## src/rtl/systolic_stream_ctrl.sv

```systemverilog
// Byte-stream loader, start/wait sequencer and result drainer for the 4x4 systolic array.
// Matrices A then B arrive row-major as bytes; the 16 result words leave as a valid/ready stream.
module systolic_stream_ctrl #(
  parameter int TIMEOUT = 15
) (
  input  logic                  i_clk,
  input  logic                  i_arst_n,
  input  logic [7:0]            i_inData,
  input  logic                  i_inValid,
  output logic                  o_inReady,
  output logic [3:0][3:0][7:0]  o_a,
  output logic [3:0][3:0][7:0]  o_b,
  output logic                  o_validInput,
  input  logic [3:0][3:0][15:0] i_c,
  input  logic                  i_validResult,
  output logic [15:0]           o_outData,
  output logic                  o_outValid,
  input  logic                  i_outReady,
  output logic                  o_outLast,
  output logic                  o_busy,
  output logic                  o_timeout
);

  localparam logic [2:0] S_IDLE   = 3'd0;
  localparam logic [2:0] S_LOAD_A = 3'd1;
  localparam logic [2:0] S_LOAD_B = 3'd2;
  localparam logic [2:0] S_START  = 3'd3;
  localparam logic [2:0] S_WAIT   = 3'd4;
  localparam logic [2:0] S_DRAIN  = 3'd5;

  // Abort when the incremented count would reach TIMEOUT-1, so the abort
  // pulse lands TIMEOUT cycles after the start pulse.
  localparam logic [7:0] WAIT_ABORT = 8'(TIMEOUT - 2);

  logic [2:0]            state;
  logic [3:0]            elem_idx;
  logic [3:0]            drain_idx;
  logic [7:0]            wait_cnt;
  logic [3:0][3:0][15:0] result_buf;
  logic                  in_xfer;

  assign in_xfer = i_inValid && o_inReady;

  always_ff @(posedge i_clk or negedge i_arst_n) begin
    if (!i_arst_n) begin
      state        <= S_IDLE;
      elem_idx     <= '0;
      drain_idx    <= '0;
      wait_cnt     <= '0;
      result_buf   <= '0;
      o_a          <= '0;
      o_b          <= '0;
      o_validInput <= 1'b0;
      o_timeout    <= 1'b0;
    end else begin
      o_validInput <= 1'b0;
      o_timeout    <= 1'b0;
      case (state)
        S_IDLE: state <= S_LOAD_A;
        S_LOAD_A, S_LOAD_B: begin
          if (in_xfer) begin
            if (state == S_LOAD_A) o_a[elem_idx[3:2]][elem_idx[1:0]] <= i_inData;
            else                   o_b[elem_idx[3:2]][elem_idx[1:0]] <= i_inData;
            elem_idx <= elem_idx + 4'd1;
            if (elem_idx == 4'd15) begin
              if (state == S_LOAD_A) begin
                state <= S_LOAD_B;
              end else begin
                state        <= S_START;
                o_validInput <= 1'b1;
              end
            end
          end
        end
        S_START: state <= S_WAIT;
        S_WAIT: begin
          // A result arriving on the abort cycle takes priority over the timeout.
          if (i_validResult) begin
            result_buf <= i_c;
            wait_cnt   <= '0;
            state      <= S_DRAIN;
          end else if (wait_cnt == WAIT_ABORT) begin
            wait_cnt  <= '0;
            o_timeout <= 1'b1;
            state     <= S_LOAD_A;
          end else begin
            wait_cnt <= wait_cnt + 8'd1;
          end
        end
        S_DRAIN: begin
          if (i_outReady) begin
            drain_idx <= drain_idx + 4'd1;
            if (drain_idx == 4'd15) state <= S_LOAD_A;
          end
        end
        default: state <= S_IDLE;
      endcase
    end
  end

  assign o_inReady  = (state == S_LOAD_A) || (state == S_LOAD_B);
  assign o_busy     = (state == S_START) || (state == S_WAIT);
  assign o_outValid = (state == S_DRAIN);
  assign o_outLast  = (state == S_DRAIN) && (drain_idx == 4'd15);
  assign o_outData  = (state == S_DRAIN) ? result_buf[drain_idx[3:2]][drain_idx[1:0]] : 16'd0;

endmodule

```

## config.mk

```make
export PLATFORM = sky130hd
export DESIGN_NAME = systolic_stream_ctrl
export DESIGN_NICKNAME = d
export VERILOG_FILES = /design/src/rtl/systolic_stream_ctrl.sv
export SDC_FILE = /design/constraint.sdc
export NUM_CORES = 1
export LEC_CHECK = 0
export BUFFER_PORTS_ARGS = -buffer_cell sky130_fd_sc_hd__buf_2
export CORE_UTILIZATION = 53
export CTS_BUF_LIST = sky130_fd_sc_hd__clkbuf_8
export DETAILED_ROUTE_END_ITERATION = 7
export GPL_ROUTABILITY_DRIVEN = 0
export GPL_TIMING_DRIVEN = 0
export PLACE_DENSITY = 0.83
export SYNTH_ARGS = -nofsm -noshare
export SYNTH_HDL_FRONTEND = slang
export SYNTH_SLANG_ARGS = --single-unit
```

## constraint.sdc

```tcl
create_clock -name i_clk -period 3.2 [get_ports i_clk]
set_clock_uncertainty 0.1 [all_clocks]
set_input_delay 0.16 -clock i_clk [delete_from_list [all_inputs] [get_ports i_clk]]
set_output_delay 0.16 -clock i_clk [all_outputs]
set_load 0.02 [all_outputs]
```

==> qor.yml, run 1 <==
status: "completed"
cap_violations: 0
busiest_layer: "met2"
reg2reg_from: "state[2]"
r2r_cells: 6
cts_setup_buffers: 0
first_pass_iters: 5
endpoint_kind: "output pin"
critPathKind: "reg2out"
p_seq_frac: 0.411
layout-drive-gt1-share: 0.440
postSynthCellCount: 1386
clock_sinks: 533
clk_pin_slew_ns: 0.07
cp_max_fo: 10
synth_area_leaders: "dfrtp_1 58%, mux2_1 14%, mux2_2 7.8%"
start_util: 0.536
vias_per_cell: 5.77
antenna_left: 0
die_h_um: 211
wire_per_inst_um: 26.5
clock_power_share: 0.228
fmax_mhz: 319
ff2ff_setup_slack_ns: 1.05
first_iter_violations: 1195
slew_headroom: 0.434
min_path_type: "in2reg"
finalMaxSlewViolations: 0
grt_max_degree: 132
drc: 0
routed_wirelength_um: 78400
power_switching_share: 0.366
hpwl_um: 50000
syn_area_mm2: 0.0231
layout_min_cycle_time_ns: 3.14
fin_ws_ns: 0.0649
die_w_um: 211
grt.overflow.total: 0
ys.flop_type: "dfrtp_1"
powerDensity_mw_per_mm2: 820
port_buffers: 546
cts_root_buf: "clkbuf_8"
crit_required_ns: 2.94
nets: 2571
clock_latency_ns: 0.69
arrival_ns: 2.88
grt_use_total: 0.360
mappedNetlistNets: 1662
die_area_mm2: 0.0444
met2_usage: 0.597
yosysSeqAreaShare: 0.577
numCtsBuffers: 87
clockBufferDepth: 3
syn_area_per_cell_um2: 16.7
worst_pin_slew_ns: 0.848
setup-violations-final: 0
combPwrFrac: 0.360
r2r_end: "result_buf[148]"
ys_ff_latch: 533
period_share: 0.980
p_int_mw: 16.2
async_flop_share: 1.00
crit_path_start_kind: "flip-flop"
rows: 76
synth_top_area_frac: 0.577
synth_top_area_cell: "dfrtp_1"
yosys.cell_types.count: 50
grtUsageMet3: 0.102
cts_tree: "done"
rsz0062_at_grt: "false"
io_pins: 547
setup.worst_path.start: "drain_idx[2]"
grt_pass1_vias: 18800
cp-endpoint: "o_outData[12]"
post-place-ws_ns: 0.397
post-route-util: 0.724
antenna_found_initial: 14
syn_to_final_growth_pct: 34.9
synth_warnings: 0
ir_worst_vdd_mv: 0.554
coreArea_mm2: 0.0431
leakage_nw: 16.2
fill_cells: 2527
via_count: 17100
h-tree-depth: 3
hold_violations: 0
grt_pass1_wl_um: 118000
synth-edff-count: 0
gr-usage-met1: 0.391
switchingPower_mw: 9.35
metrics by stage:
step	TNS [ns]	hold slack [ns]	power [mW]	instance area, um2	cells
3_5_place_dp	0	0.0650	18.7	26700	2521
5_1_grt	0	0.0974	26.4	31200	2956
3_3_place_gp	-4503.17	0.276	18.2	26600	2517
6_report	0	0.126	25.5	31200	2957
2_1_floorplan	0	-0.236	15.5	23100	1386
4_1_cts	0	0.0730	24.7	31100	2942
cell type report:
cell class / count / area [um2] / area share
flip-flops and latches: 533 / 13300 / 0.428
multi-input cells: 756 / 9090 / 0.292
repair buffers: 820 / 5570 / 0.179
clock buffers: 103 / 1420 / 0.0455
well taps: 585 / 732 / 0.0235
plain buffers: 87 / 697 / 0.0224
clock inverters: 48 / 245 / 0.00787
inverters: 10 / 37.5 / 0.00120
diodes: 15 / 37.5 / 0.00120
synthesized netlist by cell type, types with 3 or more instances:
master and instances:
mux2_4 72, nand3_1 12, o21ai_0 5, nand2_8 8, xor2_1 3, buf_4 9
nor2_1 6, nand2_2 11, buf_2 7, buf_8 4, mux4_1 28, mux2_1 282
mux2_2 160, mux2i_1 33, nand2_1 18, xnor2_1 5, and2_1 9, inv_1 8
dfrtp_1 533, a21oi_1 4, buf_6 33, clkbuf_1 31, nand2b_1 3, nand2_4 13
and3_1 3, ha_1 7, mux4_2 36, o22ai_1 15
routing by layer:
layer | share of wire | wire length [um]
met5 | 0 | 0
met1 | 0.34 | 26900
met2 | 0.49 | 38400
met4 | 0.086 | 6770
met3 | 0.081 | 6370
registers in the layout, summed over array words and instances, names as in the netlist:
name / flops
drain_idx: 4
elem_idx: 4
o_a: 128
o_b: 128
o_timeout: 1
o_validInput: 1
result_buf: 256
state: 3
wait_cnt: 8
what timing repair did:
action                                  CTS  global route
endpoints found under the setup margin   14            12
resized for setup                         8            12
hold endpoints to repair                699             0
hold buffers                            270             0
power groups by stage:
stage                     combinational (mW)  sequential, mW  clock, mW
final                                   9.20            10.5       5.84
after global routing                    9.58            10.7       6.19
after CTS                               8.73            10.2       5.81
after detailed placement                8.38            10.3          0
after global placement                  8.10            10.1          0
after floorplan                         4.72            10.8          0
cells in the final DEF, fill, tap and decap left out, drive strengths merged, types with 12 or more instances in the layout:
master	count
o22ai	15
clkbuf	135
nand2	50
mux2i	33
dlygate4sd3	269
mux4	64
dfrtp	533
diode	15
mux2	514
nand3	12
inv	49
buf	605
critical path, stage by stage (launching register included):
cell and delay, ns:
dfrtp_1 0.34, buf_6 0.12, buf_8 0.18, buf_8 0.22, mux4_1 0.58, mux2i_1 0.38, o22ai_1 0.15, buf_2 0.21
logic make-up (layout without fill, tap and decap cells):
family                     count (synthesis)  after routing  synth area share
other                                      0             15                 0
muxes                                    611            611             0.344
and+or+nand+nor                           98             98            0.0323
AOI/OAI and AO/OA                         32             32           0.00899
xor gates and xnor gates                   8              8           0.00303
buffers and inverters                     97           1068            0.0310
DFF                                      533            533             0.577
adders and majority gates                  7              7           0.00379
worst min-delay path by stage:
stage	startpoint	to	slack, ns	depth (start not counted)
final	i_c[248]	result_buf[248]	0.13	3
after global routing	i_c[248]	result_buf[248]	0.1	3
after CTS	i_c[57]	result_buf[57]	0.07	3
after detailed placement	i_arst_n	o_b[22]	0.07	1
after global placement	i_c[189]	result_buf[189]	0.28	2
after floorplan	i_arst_n	drain_idx[0]	-0.24	0
Power figures use the tool's default switching activity.
==> run 2: changes to the inputs <==
==> constraint.sdc (replaced) <==
create_clock -name i_clk -period 4.1 [get_ports i_clk]
set_clock_uncertainty 0.1 [all_clocks]
set_input_delay 0.205 -clock i_clk [delete_from_list [all_inputs] [get_ports i_clk]]
set_output_delay 0.205 -clock i_clk [all_outputs]
set_load 0.02 [all_outputs]
==> run 2 against run 1 <==
Via count shrank 0.11%. Cell area down 0.25%. Wire length rose by 0.67%. Clock power fell by 21%. Core utilization fell by 0.18 points. Critical endpoint is now o_outData[2]. Worst setup slack better by 0.23 ns. Sequential cell count unchanged. Global-route usage grew 0.098 points.
==> qor.yml, run 2 (synthesized netlist as in run 1, its figures left out) <==
status: "completed"
ir_worst_vdd_mv: 0.453  # -18%
setup.worst_path.start: "drain_idx[3]"
cpLargestDelayFamily: "buffers and inverters"
setup-violations-final: 0  # unchanged
mostFrequentLayoutCells: "552 x buf_2, 533 x dfrtp_1, 282 x mux2_1, 268 x dlygate4sd3_1, 160 x mux2_2"
syn_to_final_growth_pct: 34.6
grt_max_degree: 132  # unchanged
powerDensity_mw_per_mm2: 639  # -22%
clk_pin_slew_ns: 0.06  # about the same
die_w_um: 211  # unchanged
drc: 0  # unchanged
clock_sinks: 533  # unchanged
clockBufferDepth: 3  # unchanged
largest_reg_flops: 256  # unchanged
post-place-ws_ns: 1.25  # +0.855 ns
cap_violations: 0  # unchanged
grt.overflow.total: 0  # unchanged
layout-drive-gt1-share: 0.435  # -0.00491
critPathMostFrequentCell: "buf_2"
fill_cells: 2552  # +0.99%
endpoint_kind: "output pin"
grt_pass1_wl_um: 118000  # +0.19%
layout_min_cycle_time_ns: 3.80
slowest_stage: "clkbuf_1"
vias_per_cell: 5.76  # about the same
first_iter_violations: 1493  # +25%
final_common_cell: "buf_2"
crit_buf_inv: 3  # -1
period_share: 0.928
grt_pass1_vias: 18900  # +0.65%
grt_use_total: 0.361  # +0.000978
rows: 76  # unchanged
routed_wirelength_um: 78900  # +0.67%
via_count: 17000  # -0.11%
crit_path_start_kind: "flip-flop"
worst_pin_slew_ns: 1.10  # +0.250 ns
leakage_nw: 16.2  # about the same
numCtsBuffers: 87  # unchanged
crit_cells: 6  # -1
hpwl_um: 50000  # unchanged
crit_required_ns: 3.80  # +0.86 ns
cp_max_fo: 10  # unchanged
cts_root_buf: "clkbuf_8"
cp-endpoint: "o_outData[2]"
clock_latency_ns: 0.69  # about the same
nets: 2570  # -0.039%
rsz0062_at_grt: "false"
die_area_mm2: 0.0444  # unchanged
antenna_found_initial: 16  # +2
h-tree-depth: 3  # unchanged
r2r_cells: 6  # unchanged
fmax_mhz: 263
cts_tree: "done"
fin_ws_ns: 0.295  # +0.231 ns
antenna_left: 0  # unchanged
post-route-util: 0.722  # -0.00180
port_buffers: 546  # unchanged
reg2reg_from: "state[2]"
arrival_ns: 3.50  # +0.62 ns
coreArea_mm2: 0.0431  # unchanged
die_h_um: 211  # unchanged
start_util: 0.536  # unchanged
slowest_delay_ns: 0.83  # +0.25 ns
hold_violations: 0  # unchanged
min_path_type: "in2async"
slew_headroom: 0.268  # -0.167
first_pass_iters: 5  # unchanged
io_pins: 547  # unchanged
finalMaxSlewViolations: 0  # unchanged
ff2ff_setup_slack_ns: 1.94  # +0.89 ns
largestRegisters: "result_buf x256, o_a x128, o_b x128"
critPathKind: "reg2out"
path_cells: "buf_2 -> clkbuf_1 -> mux4_2 -> mux2i_1 -> o22ai_1 -> buf_2"
regMostFlops: "result_buf"
r2r_end: "result_buf[49]"
wire_per_inst_um: 26.7  # +0.70%
[run 2: cell type report]
type / instances / area (um2) / area share
Clock inverter: 48 / 245 / 0.00789
Sequential cell: 533 / 13300 / 0.429
Buffer: 87 / 678 / 0.0218
Multi-Input combinational cell: 756 / 9050 / 0.291
Tap cell: 585 / 732 / 0.0235
Antenna cell: 15 / 37.5 / 0.00121
Timing Repair Buffer: 819 / 5560 / 0.179
Clock buffer: 103 / 1420 / 0.0456
Inverter: 10 / 37.5 / 0.00121
[run 2: repair_timing]
action	in CTS	in global routing
setup endpoints to repair	0	0
buffers inserted	0	0
endpoints found under the hold margin	634	0
gates resized for setup	0	0
hold buffers	269	0
[run 2: routing by layer]
metal	track usage	vias up	share of wire
met3	0.113	386	0.083
met4	0.280	2	0.083
li1	-	6889	-
met2	0.593	1065	0.49
met5	0	-	0.00016
met1	0.389	8692	0.35
[run 2: worst register-to-register path, cell delays in order, from the launching register on]
cell	delay, ns
dfrtp_1	0.46
nor2b_2	0.23
nand2_1	0.12
nor2_4	0.22
buf_6	0.23
buf_6	0.20
mux2_1	0.47
[run 2: metrics by stage]
stage	power, mW	instance area, um2	TNS (ns)	std cells	hold WS (ns)
6_report	19.9	31100	0	2956	0.0821
5_1_grt	20.5	31100	0	2955	0.0758
4_1_cts	19.3	31100	0	2941	0.0446
3_5_place_dp	14.6	26700	0	2521	0.110
3_3_place_gp	14.2	26600	-4047.45	2517	0.321
2_1_floorplan	12.1	23100	0	1386	-0.191
[run 2: where the power goes]
part | switching [mW] | total (mW) | internal (mW)
combinational | 3.83 | 7.09 | 3.25
sequential | 1.21 | 8.20 | 6.98
clock | 2.25 | 4.59 | 2.34
[run 2: worst min-delay path by stage]
stage               startpoint               to  depth (start not counted)
CTS                   i_arst_n          o_b[22]                          3
global route          i_arst_n          o_b[22]                          3
detailed placement    i_arst_n          o_b[22]                          1
global placement      i_c[189]  result_buf[189]                          2
finish                i_arst_n          o_b[22]                          3
floorplan             i_arst_n     drain_idx[0]                          0
